`src/rtl/fdiv_share_arb_if.sv`:
```
// Bundle of requester-side and divider-side signals for fdiv_share_arb.
// slave = the arbiter; master = the requesters plus the divider instance.
interface fdiv_share_arb_if #(
  parameter int NREQ = 4
);
  logic [NREQ-1:0]    req;
  logic [NREQ*32-1:0] dividend_in;
  logic [NREQ*32-1:0] divisor_in;
  logic [NREQ-1:0]    gnt;
  logic [NREQ-1:0]    resp_valid;
  logic [31:0]        resp_quotient;
  logic [31:0]        resp_rem;
  logic               resp_err;
  logic               arb_busy;
  logic [31:0]        div_dividend;
  logic [31:0]        div_divisor;
  logic               div_start;
  logic               div_busy;
  logic               div_ready;
  logic [31:0]        div_quotient;
  logic [31:0]        div_rem;

  modport slave (
    input  req, dividend_in, divisor_in, div_busy, div_ready, div_quotient, div_rem,
    output gnt, resp_valid, resp_quotient, resp_rem, resp_err, arb_busy,
           div_dividend, div_divisor, div_start
  );

  modport master (
    output req, dividend_in, divisor_in, div_busy, div_ready, div_quotient, div_rem,
    input  gnt, resp_valid, resp_quotient, resp_rem, resp_err, arb_busy,
           div_dividend, div_divisor, div_start
  );
endinterface

```
`src/rtl/fdiv_share_arb.sv`:
```
// Round-robin arbiter/sequencer sharing one divider among NREQ requesters.
// Optional macro FDIV_ZERO_BYPASS_EN answers zero-divisor requests locally.
module fdiv_share_arb #(
  parameter int NREQ    = 4,
  parameter int TIMEOUT = 64
) (
  input logic              clk,
  input logic              clrn,
  fdiv_share_arb_if.slave  bus
);
  localparam int IW = (NREQ > 1) ? $clog2(NREQ) : 1;
  localparam int CW = $clog2(TIMEOUT);

  typedef enum logic [1:0] {IDLE, ISSUE, WAIT, RESP} state_t;

  state_t          state_q, state_d;
  logic [IW-1:0]   ptr_q, ptr_d;
  logic [CW-1:0]   cnt_q, cnt_d;
  logic [NREQ-1:0] gnt_q, gnt_d;
  logic [NREQ-1:0] rv_q, rv_d;
  logic [31:0]     quot_q, quot_d;
  logic [31:0]     rem_q, rem_d;
  logic            err_q, err_d;
  logic [31:0]     dvd_q, dvd_d;
  logic [31:0]     dvs_q, dvs_d;
  logic            start_q, start_d;
`ifdef FDIV_ZERO_BYPASS_EN
  logic            byp_q, byp_d;
`endif

  logic            found;
  logic [IW-1:0]   win;
  logic [31:0]     win_dvd, win_dvs;

  function automatic logic [IW-1:0] wrap_idx(input logic [IW-1:0] p, input int k);
    int s;
    s = int'(p) + k;
    if (s >= NREQ) s = s - NREQ;
    return IW'(s);
  endfunction

  // Search starts just after the last winner, so the last winner has lowest priority.
  always_comb begin
    found = 1'b0;
    win   = ptr_q;
    for (int k = 1; k <= NREQ; k++) begin
      if (!found && bus.req[wrap_idx(ptr_q, k)]) begin
        found = 1'b1;
        win   = wrap_idx(ptr_q, k);
      end
    end
  end

  assign win_dvd = bus.dividend_in[{win, 5'b00000} +: 32];
  assign win_dvs = bus.divisor_in[{win, 5'b00000} +: 32];

  always_comb begin
    state_d = state_q;
    ptr_d   = ptr_q;
    cnt_d   = cnt_q;
    gnt_d   = '0;
    rv_d    = '0;
    start_d = 1'b0;
    quot_d  = quot_q;
    rem_d   = rem_q;
    err_d   = err_q;
    dvd_d   = dvd_q;
    dvs_d   = dvs_q;
`ifdef FDIV_ZERO_BYPASS_EN
    byp_d   = byp_q;
`endif
    unique case (state_q)
      IDLE: begin
        if (found) begin
          ptr_d      = win;
          dvd_d      = win_dvd;
          dvs_d      = win_dvs;
          gnt_d[win] = 1'b1;
`ifdef FDIV_ZERO_BYPASS_EN
          byp_d      = (win_dvs[30:0] == 31'd0);
          start_d    = (win_dvs[30:0] != 31'd0);
`else
          start_d    = 1'b1;
`endif
          state_d    = ISSUE;
        end
      end
      ISSUE: begin
        cnt_d   = '0;
        state_d = WAIT;
`ifdef FDIV_ZERO_BYPASS_EN
        if (byp_q) begin
          quot_d      = (dvd_q[30:0] == 31'd0) ? 32'h7FC00000
                                                : {dvd_q[31] ^ dvs_q[31], 31'h7F800000};
          rem_d       = '0;
          err_d       = 1'b0;
          rv_d[ptr_q] = 1'b1;
          state_d     = RESP;
        end
`endif
      end
      WAIT: begin
        if (bus.div_ready && !bus.div_busy) begin
          quot_d      = bus.div_quotient;
          rem_d       = bus.div_rem;
          err_d       = 1'b0;
          rv_d[ptr_q] = 1'b1;
          state_d     = RESP;
        end else if (cnt_q == CW'(TIMEOUT - 1)) begin
          quot_d      = 32'h7FC00000;
          rem_d       = '0;
          err_d       = 1'b1;
          rv_d[ptr_q] = 1'b1;
          state_d     = RESP;
        end else begin
          cnt_d = cnt_q + 1'b1;
        end
      end
      RESP:    state_d = IDLE;
      default: state_d = IDLE;
    endcase
  end

  always_ff @(posedge clk or negedge clrn) begin
    if (!clrn) begin
      state_q <= IDLE;
      ptr_q   <= IW'(NREQ - 1);
      cnt_q   <= '0;
      gnt_q   <= '0;
      rv_q    <= '0;
      quot_q  <= '0;
      rem_q   <= '0;
      err_q   <= 1'b0;
      dvd_q   <= '0;
      dvs_q   <= '0;
      start_q <= 1'b0;
`ifdef FDIV_ZERO_BYPASS_EN
      byp_q   <= 1'b0;
`endif
    end else begin
      state_q <= state_d;
      ptr_q   <= ptr_d;
      cnt_q   <= cnt_d;
      gnt_q   <= gnt_d;
      rv_q    <= rv_d;
      quot_q  <= quot_d;
      rem_q   <= rem_d;
      err_q   <= err_d;
      dvd_q   <= dvd_d;
      dvs_q   <= dvs_d;
      start_q <= start_d;
`ifdef FDIV_ZERO_BYPASS_EN
      byp_q   <= byp_d;
`endif
    end
  end

  assign bus.gnt           = gnt_q;
  assign bus.resp_valid    = rv_q;
  assign bus.resp_quotient = quot_q;
  assign bus.resp_rem      = rem_q;
  assign bus.resp_err      = err_q;
  assign bus.arb_busy      = (state_q != IDLE);
  assign bus.div_dividend  = dvd_q;
  assign bus.div_divisor   = dvs_q;
  assign bus.div_start     = start_q;
endmodule

```
`src/flat_wrapper.sv`:
```
// flat-port wrapper written by rule: the top's interface ports become plain ports
module fdiv_share_arb_flat 
#(
  parameter int NREQ    = 4,
  parameter int TIMEOUT = 64
)
  (clk, clrn, bus_req, bus_dividend_in, bus_divisor_in, bus_div_busy, bus_div_ready, bus_div_quotient, bus_div_rem, bus_gnt, bus_resp_valid, bus_resp_quotient, bus_resp_rem, bus_resp_err, bus_arb_busy, bus_div_dividend, bus_div_divisor, bus_div_start);
  fdiv_share_arb_if #(.NREQ(NREQ)) bus_i ();
  input logic clk;
  input logic clrn;
  input wire logic [$bits(bus_i.req)-1:0] bus_req;
  input wire logic [$bits(bus_i.dividend_in)-1:0] bus_dividend_in;
  input wire logic [$bits(bus_i.divisor_in)-1:0] bus_divisor_in;
  input wire logic [$bits(bus_i.div_busy)-1:0] bus_div_busy;
  input wire logic [$bits(bus_i.div_ready)-1:0] bus_div_ready;
  input wire logic [$bits(bus_i.div_quotient)-1:0] bus_div_quotient;
  input wire logic [$bits(bus_i.div_rem)-1:0] bus_div_rem;
  output wire logic [$bits(bus_i.gnt)-1:0] bus_gnt;
  output wire logic [$bits(bus_i.resp_valid)-1:0] bus_resp_valid;
  output wire logic [$bits(bus_i.resp_quotient)-1:0] bus_resp_quotient;
  output wire logic [$bits(bus_i.resp_rem)-1:0] bus_resp_rem;
  output wire logic [$bits(bus_i.resp_err)-1:0] bus_resp_err;
  output wire logic [$bits(bus_i.arb_busy)-1:0] bus_arb_busy;
  output wire logic [$bits(bus_i.div_dividend)-1:0] bus_div_dividend;
  output wire logic [$bits(bus_i.div_divisor)-1:0] bus_div_divisor;
  output wire logic [$bits(bus_i.div_start)-1:0] bus_div_start;
  assign bus_i.req = bus_req;
  assign bus_i.dividend_in = bus_dividend_in;
  assign bus_i.divisor_in = bus_divisor_in;
  assign bus_i.div_busy = bus_div_busy;
  assign bus_i.div_ready = bus_div_ready;
  assign bus_i.div_quotient = bus_div_quotient;
  assign bus_i.div_rem = bus_div_rem;
  assign bus_gnt = bus_i.gnt;
  assign bus_resp_valid = bus_i.resp_valid;
  assign bus_resp_quotient = bus_i.resp_quotient;
  assign bus_resp_rem = bus_i.resp_rem;
  assign bus_resp_err = bus_i.resp_err;
  assign bus_arb_busy = bus_i.arb_busy;
  assign bus_div_dividend = bus_i.div_dividend;
  assign bus_div_divisor = bus_i.div_divisor;
  assign bus_div_start = bus_i.div_start;
  fdiv_share_arb #(.NREQ(NREQ), .TIMEOUT(TIMEOUT)) u_core (.clk(clk), .clrn(clrn), .bus(bus_i));
endmodule
```
`config.mk`:
```
export PLATFORM = sky130hd
export DESIGN_NAME = fdiv_share_arb_flat
export DESIGN_NICKNAME = d
export VERILOG_FILES = /design/src/rtl/fdiv_share_arb_if.sv /design/src/rtl/fdiv_share_arb.sv /design/src/flat_wrapper.sv
export SDC_FILE = /design/constraint.sdc
export NUM_CORES = 1
export LEC_CHECK = 0
export BUFFER_PORTS_ARGS = -buffer_cell sky130_fd_sc_hd__buf_2
export CAP_MARGIN = 20
export CORE_ASPECT_RATIO = 1.25
export CORE_MARGIN = 5
export CORE_UTILIZATION = 30
export CTS_CLUSTER_SIZE = 8
export DETAILED_ROUTE_END_ITERATION = 8
export PLACE_DENSITY = 0.68
export SLEW_MARGIN = 30
export SYNTH_ARGS = -nofsm -noshare
export SYNTH_HDL_FRONTEND = slang
export SYNTH_SLANG_ARGS = --single-unit
export TNS_END_PERCENT = 5
```
`constraint.sdc`:
```
create_clock -name clk -period 8.15 [get_ports clk]
set_input_delay 0.4075 -clock clk [delete_from_list [all_inputs] [get_ports clk]]
set_output_delay 0.4075 -clock clk [all_outputs]
set_load 0.02 [all_outputs]
```
; ---- Word-level counts from Yosys, hierarchy flattened
; Cells that the tools add are included.
; Widths: inputs -> output; s select.
[word_totals]
ff_bits = 148
latch_bits = 0
ram_bits = 0
mem_bits_ro = 0
input_bits = 328
wordCells = 104
n_memories = 0
[classes]
n_addsub = 9
mul = 0
div_mod_pow = 0
n_lt_le_gt_ge = 12
n_eq_ne = 8
shift = 2
mux = 44
bitwise_logic = 0
n_reduce_logical = 18
[ops]
columns = operator, n
row1 = $shiftx 128x8->32, 2
row2 = $mux 32, 4
row3 = $mux 2, 11
row4 = $mux 4, 5
row5 = $lt 2x3->1 const B, 6
row6 = $mux 1, 14
row7 = $mux 6, 2
row8 = $pmux 6 s2, 1
row9 = $ge 3x3->1 const B, 3
row10 = $bmux 1 s2, 4
row11 = $pmux 2 s4, 1
row12 = $sub 2x1->2 const B, 4
row13 = $add 2x2->3 const B, 2
row14 = $add 6x1->6 const B, 1
row15 = $eq 6x6->1 const B, 1
row16 = $logic_and 1x1->1, 6
row17 = $reduce_and 2->1, 3
row18 = $reduce_bool 2->1, 3
row19 = $add 2x3->4 const B, 1
row20 = $demux 1 s2, 2
row21 = $eq 2x2->1 const B, 2
row22 = $ge 2x1->1 const B, 2
row23 = $ge 4x3->1 const B, 1
row24 = $logic_not 1->1, 4
row25 = other kinds (7), 8

; ---- Logic depth before layout (Yosys ltp)
[logic_depth]
depth_word = 21
depth_mapped = 12
ltp_nobuf = 8

; ---- Least setup slack after synthesis
; No wires, ideal clock.
[synth_timing]
kind = reg-to-reg
start = register u_core.ptr_q[0]
end = register u_core.dvd_q[26] (netlist: u_core.bus.div_dividend[26])
arrival_ps = 2658
setup_slack_ps = 5357
stages_incl_launch_ff = 13
n_path_buf = 4
period_less_slack_ps = 2793
cell_sequence = dfstp_2 > buf_4 > inv_1 > ha_1 > buf_2 > mux2_1 > o22ai_2 > buf_4 > mux2i_4 > buf_2 > o21a_1 > a211oi_1 > o31ai_1
[synth_between]
elab_chain_len = 16
word_cells_on_any_way = 40
classes_between = add/sub: 8 / order compare: 4 / shift: 1 / mux: 20 / reduce/logical: 7
[synth_rtl]
columns = item, line_no
row1 = "start, declared", fdiv_share_arb.sv:17  ; logic [IW-1:0] ptr_q, ptr_d;
row2 = "start signal, assigned", fdiv_share_arb.sv:127  ; ptr_q <= IW'(NREQ - 1);
row3 = "start signal, assigned", fdiv_share_arb.sv:142  ; ptr_q <= ptr_d;
row4 = $add 2x1->3, fdiv_share_arb.sv:37  ; s = int'(p) + k;
row5 = $ge 3x3->1 / $sub 2x1->2 (equally long branches), fdiv_share_arb.sv:38  ; if (s >= NREQ) s = s - NREQ;
row6 = $mux 2, fdiv_share_arb.sv:38
row7 = $bmux 1 s2, fdiv_share_arb.sv:47  ; if (!found && bus.req[wrap_idx(ptr_q, k)]) begin
row8 = $mux 1 (not written as such), fdiv_share_arb.sv:47
row9 = $mux 1, fdiv_share_arb.sv:47
row10 = $logic_not 1->1, fdiv_share_arb.sv:47
row11 = $logic_and 1x1->1, fdiv_share_arb.sv:47
row12 = $mux 1, fdiv_share_arb.sv:47
row13 = $logic_not 1->1, fdiv_share_arb.sv:47
row14 = $logic_and 1x1->1, fdiv_share_arb.sv:47
row15 = $mux 1, fdiv_share_arb.sv:47
row16 = $logic_not 1->1, fdiv_share_arb.sv:47
row17 = $logic_and 1x1->1, fdiv_share_arb.sv:47
row18 = $mux 2 / $mux 1 (equally long branches), fdiv_share_arb.sv:47
row19 = $shiftx 128x8->32 / $reduce_and 2->1 (equally long branches), n/a
row20 = "end signal, assigned", fdiv_share_arb.sv:149  ; dvd_q <= dvd_d;
row21 = "end, declared", fdiv_share_arb.sv:24  ; logic [31:0] dvd_q, dvd_d;
; Several ways; a longest one is shown, not always the timed one. The select of a mux whose other input is x is not followed.
; A chain may end at the register's enable or synchronous reset.

; ---- Worst setup path after layout
[layout_timing]
start = register u_core.ptr_q[0]
end = register u_core.dvd_q[21] (netlist: u_core.bus.div_dividend[21])
; Same word-level chain as after synthesis.

==> impl_results.html <==
<table>
<tr><th>Metric</th><th>Value</th></tr>
<tr><th colspan="2">Status</th></tr>
<tr><td>Status</td><td>complete, no violations</td></tr>
<tr><th colspan="2">Routing</th></tr>
<tr><td>Post-DR wirelength/cell</td><td>19.64 µm</td></tr>
<tr><td>Average vias per placed instance</td><td>5.306</td></tr>
<tr><td>DRC errors left</td><td>0</td></tr>
<tr><td>Final routed wirelength across all metal layers</td><td>38200 µm</td></tr>
<tr><td>Drt first-iter violations</td><td>767</td></tr>
<tr><td>DR pass1 iterations</td><td>5</td></tr>
<tr><td>Via count</td><td>10321</td></tr>
<tr><td>Post-route ant nets</td><td>0</td></tr>
<tr><th colspan="2">Floorplanning</th></tr>
<tr><td>Height of the die</td><td>210.7 µm</td></tr>
<tr><td>Area enclosed by the die boundary</td><td>35930 µm²</td></tr>
<tr><td>Number of top-level design ports</td><td>467</td></tr>
<tr><td>Initial core utilization</td><td>0.3040</td></tr>
<tr><td>Width of the die</td><td>170.5 µm</td></tr>
<tr><td>Std-Cell Rows</td><td>73</td></tr>
<tr><td>Area of the placeable core</td><td>31790 µm²</td></tr>
<tr><th colspan="2">Layout</th></tr>
<tr><td>Final cell count without fillers</td><td>1945</td></tr>
<tr><td>Final layout net count</td><td>1853</td></tr>
<tr><td>Fraction of layout cells with a size suffix above 1</td><td>0.3788</td></tr>
<tr><td>Area growth from synthesis to final layout</td><td>31.90%</td></tr>
<tr><th colspan="2">Setup path</th></tr>
<tr><td>Critical path arrival</td><td>4.73 ns</td></tr>
<tr><td>Setup crit start kind</td><td>flip-flop</td></tr>
<tr><td>Family with the most delay on the worst path</td><td>buffers and inverters</td></tr>
<tr><td>Critical-path top delay cell</td><td>dfstp_4</td></tr>
<tr><td>Critical path cell sequence</td><td>inv_1, ha_1, mux2_1, o22ai_4, buf_4, buf_4, o21ai_0, a2111oi_0, o31ai_1</td></tr>
<tr><td>Top fanout value on the critical path</td><td>76</td></tr>
<tr><td>Sum of buffers and inverters on the critical path</td><td>3</td></tr>
<tr><td>Crit-path max cell delay</td><td>1.03 ns</td></tr>
<tr><td>Worst setup path class</td><td>reg2reg</td></tr>
<tr><td>Cell repeated most along the worst path</td><td>buf_4</td></tr>
<tr><td>Required time worst endpoint</td><td>8.43 ns</td></tr>
<tr><td>Sort of element at the end of the critical path</td><td>flip-flop</td></tr>
<tr><th colspan="2">Clock network</th></tr>
<tr><td>Number of hold buffers added after CTS</td><td>0</td></tr>
<tr><td>Worst-Skew Late Latency</td><td>0.43 ns</td></tr>
<tr><td>Number of setup buffers added after CTS</td><td>0</td></tr>
<tr><td>Sinks on the clock net</td><td>148</td></tr>
<tr><td>Root cell of the clock tree</td><td>clkbuf_16</td></tr>
<tr><td>CTS tree</td><td>yes</td></tr>
<tr><td>CTS max path bufs</td><td>2</td></tr>
<tr><td>CTS clk-pin slew, worst paths</td><td>0.07 ns</td></tr>
<tr><td>Resize count post-CTS</td><td>0</td></tr>
<tr><td>TritonCTS Buffers</td><td>17</td></tr>
<tr><td>Total number of H-tree levels</td><td>4</td></tr>
<tr><th colspan="2">GRT</th></tr>
<tr><td>Largest net degree at the start of global routing</td><td>87</td></tr>
<tr><td>Antenna violations before repair</td><td>7</td></tr>
<tr><td>Global-route wire length before repair</td><td>57510 µm</td></tr>
<tr><td>Overall fraction of global-route tracks in use</td><td>0.2028</td></tr>
<tr><td>Overflow left after global routing</td><td>0</td></tr>
<tr><td>Via count of the first global-routing pass</td><td>10263</td></tr>
<tr><th colspan="2">Placement</th></tr>
<tr><td>Post-detail-place hpwl</td><td>28010 µm</td></tr>
<tr><td>Placed cell count</td><td>1911</td></tr>
<tr><td>Port buffer count</td><td>466</td></tr>
<tr><td>Worst slack at placement</td><td>3.647 ns</td></tr>
<tr><td>Routability-driven placement congestion ratio</td><td>0.8541</td></tr>
<tr><th colspan="2">Synth</th></tr>
<tr><td>Avg Inst Size Synth</td><td>8.485 µm²</td></tr>
<tr><td>Number of enable flip-flop cells after synthesis</td><td>0</td></tr>
<tr><td>Yosys warning count</td><td>0</td></tr>
<tr><td>Count of cell types in the netlist</td><td>50</td></tr>
<tr><td>Post-synth net total</td><td>1474</td></tr>
<tr><td>Synth top area share</td><td>0.3780</td></tr>
<tr><td>Async SR Flop Fraction</td><td>1.000</td></tr>
<tr><td>Netlist area before placement</td><td>9664 µm²</td></tr>
<tr><td>Predominant post-synthesis flop cell</td><td>dfrtp_1</td></tr>
<tr><td>Synthesis-stage register bit count</td><td>148</td></tr>
<tr><td>Leading area contributor after synthesis</td><td>dfrtp_1</td></tr>
<tr><td>Cells after Synth</td><td>1139</td></tr>
<tr><td>Cells taking the most area after synthesis</td><td>dfrtp_1, nand2_1, a2111oi_2, nand3_1, o21a_1</td></tr>
<tr><td>Sequential fraction of the synthesis area</td><td>0.3835</td></tr>
<tr><th colspan="2">Timing</th></tr>
<tr><td>Transition time at the pin with the least slew margin</td><td>1.002 ns</td></tr>
<tr><td>Time the final worst path needs with I/O delays and setup</td><td>4.447 ns</td></tr>
<tr><td>Fin. Hold Viols</td><td>0</td></tr>
<tr><td>Setup repair after global routing missed its margin</td><td>false</td></tr>
<tr><td>Final Worst Setup Slack</td><td>3.703 ns</td></tr>
<tr><td>Post-Route Setup TNS</td><td>0 ns</td></tr>
<tr><td>Final setup viols</td><td>0</td></tr>
<tr><td>Min Hold Slack</td><td>0.01616 ns</td></tr>
<tr><td>Clock Skews</td><td>0.01004 ns</td></tr>
<tr><td>Highest achievable clock rate</td><td>224.9 MHz</td></tr>
<tr><td>Portion of the clock cycle consumed by the worst path in the final layout</td><td>0.5457</td></tr>
<tr><td>Worst slew margin relative to its limit</td><td>0.3297</td></tr>
<tr><td>Final slew viol count</td><td>0</td></tr>
<tr><th colspan="2">Power and ir drop</th></tr>
<tr><td>Largest vdd supply drop</td><td>0.1953 mV</td></tr>
<tr><td>Leak Pwr</td><td>5.953 nW</td></tr>
<tr><td>PD cells</td><td>434.3 nW/µm²</td></tr>
<tr><td>Tot Pwr</td><td>5.536 mW</td></tr>
<tr><th colspan="2">Flow run</th></tr>
<tr><td>Max-cap violations</td><td>0</td></tr>
<tr><th colspan="2">Worst hold path</th></tr>
<tr><td>Min-delay worst type</td><td>in2async</td></tr>
</table>
worst reg2reg max path: stages, from the launching register on:
cell and delay [ns]:
dfstp_4 1.03, inv_1 0.29, ha_1 0.52, mux2_1 0.39, o22ai_4 0.11, buf_4 0.47
buf_4 0.65, o21ai_0 0.25, a2111oi_0 0.46, o31ai_1 0.13
synthesized netlist by cell type, types with 3 or more instances:
cell,count
o21a_1,66
o21ai_0,71
clkbuf_2,3
nor2_1,21
o31ai_1,64
mux2i_1,6
buf_1,15
ha_1,7
a21oi_1,11
o211ai_1,3
dfrtp_1,146
inv_1,11
a2111oi_2,52
buf_2,26
clkbuf_1,59
nand4_1,5
and2_1,5
nand3_1,131
a211oi_1,64
a2111oi_1,8
a2111oi_0,4
buf_4,11
nor2b_1,69
nand2_1,239
buf_6,7
nor3_1,7
placed cells by master, fill, tap and decap left out, types with 5 or more instances in the layout:
cell	Yosys	layout
nor2_1	21	21
nand3_1	131	131
nand4_1	5	5
inv_1	11	11
nor2b_1	69	69
o21ai_0	71	71
nand2_1	239	238
a2111oi_2	52	52
buf_2	26	465
buf_4	11	13
o21a_1	66	65
o31ai_1	64	64
inv_6	0	5
clkbuf_16	0	17
a2111oi_1	8	8
a211oi_1	64	64
mux2i_1	6	6
a21oi_1	11	11
ha_1	7	7
nor3_1	7	7
dfrtp_1	146	146
where the power goes:
part / internal, mW / switching [mW] / leakage [nW]
sequential: 1.09 / 0.240 / 1.83
combinational: 1.14 / 2.24 / 3.82
clock: 0.478 / 0.357 / 0.295
total: 2.70 / 2.83 / 5.95
path summary, 6_finish.rpt:
check                                                       start                                 endpoint  slack, ns  cells after the start
max                                   u_core.ptr_q[0]$_DFFE_PN1P_  u_core.bus.div_dividend[21]$_DFFE_PN0P_       3.70                      9
min                                                          clrn  u_core.bus.div_dividend[12]$_DFFE_PN0P_       0.02                      1
max reg2reg                           u_core.ptr_q[0]$_DFFE_PN1P_  u_core.bus.div_dividend[21]$_DFFE_PN0P_       3.70                      9
min reg2reg                u_core.bus.div_dividend[3]$_DFFE_PN0P_   u_core.bus.div_dividend[3]$_DFFE_PN0P_       0.47                      2
max in group asynchronous                                    clrn   u_core.bus.div_divisor[31]$_DFFE_PN0P_       6.95                      2
min in group clk                              bus_div_quotient[8]  u_core.bus.resp_quotient[8]$_DFFE_PN0P_       0.17                      3
through the flow:
stage                 util  area [µm²]
floorplan                -        9664
CTS                 0.4008       12740
detailed placement  0.3816       12130
global route        0.4010       12740
finish              0.4010       12750
global placement    0.3806       12100
registers in the layout, summed over array words and instances (netlist names), 4 cells and up:
register,flops
u_core.bus.div_dividend,32
u_core.bus.div_divisor,32
u_core.bus.resp_quotient,32
u_core.bus.resp_rem,32
u_core.cnt_q,6
u_core.bus.gnt,4
u_core.bus.resp_valid,4
per-layer routing:
metal | up-vias | global-route usage | wire length, µm | share of wire
met2 | 530 | 0.3454 | 18900 | 0.49
met1 | 4846 | 0.2506 | 15090 | 0.40
met3 | 56 | 0.05054 | 3385 | 0.089
met5 | - | 0 | 53 | 0.0014
li1 | 4881 | - | - | -
met4 | 8 | 0.06804 | 771 | 0.020
cells by family after synthesis:
family / count (synthesis) / synth area share
fa+ha+maj: 7 / 0.009062
simple gates: 483 / 0.2281
buf+inv: 132 / 0.06473
compound gates: 359 / 0.3024
flops: 148 / 0.3835
xor+xnor: 1 / 0.0009064
mux: 9 / 0.01126
area by class of cell:
cell class | count | area, µm²
clock inverters | 13 | 158.9
flip-flops and latches | 148 | 3710
well taps | 412 | 515.5
multi-input cells | 859 | 5389
inverters | 11 | 41.29
diodes | 2 | 5.005
clock buffers | 19 | 452.9
repair buffers | 481 | 2475
fillers | 3218 | 19040
No activity file was read; power rests on OpenSTA's default activity.
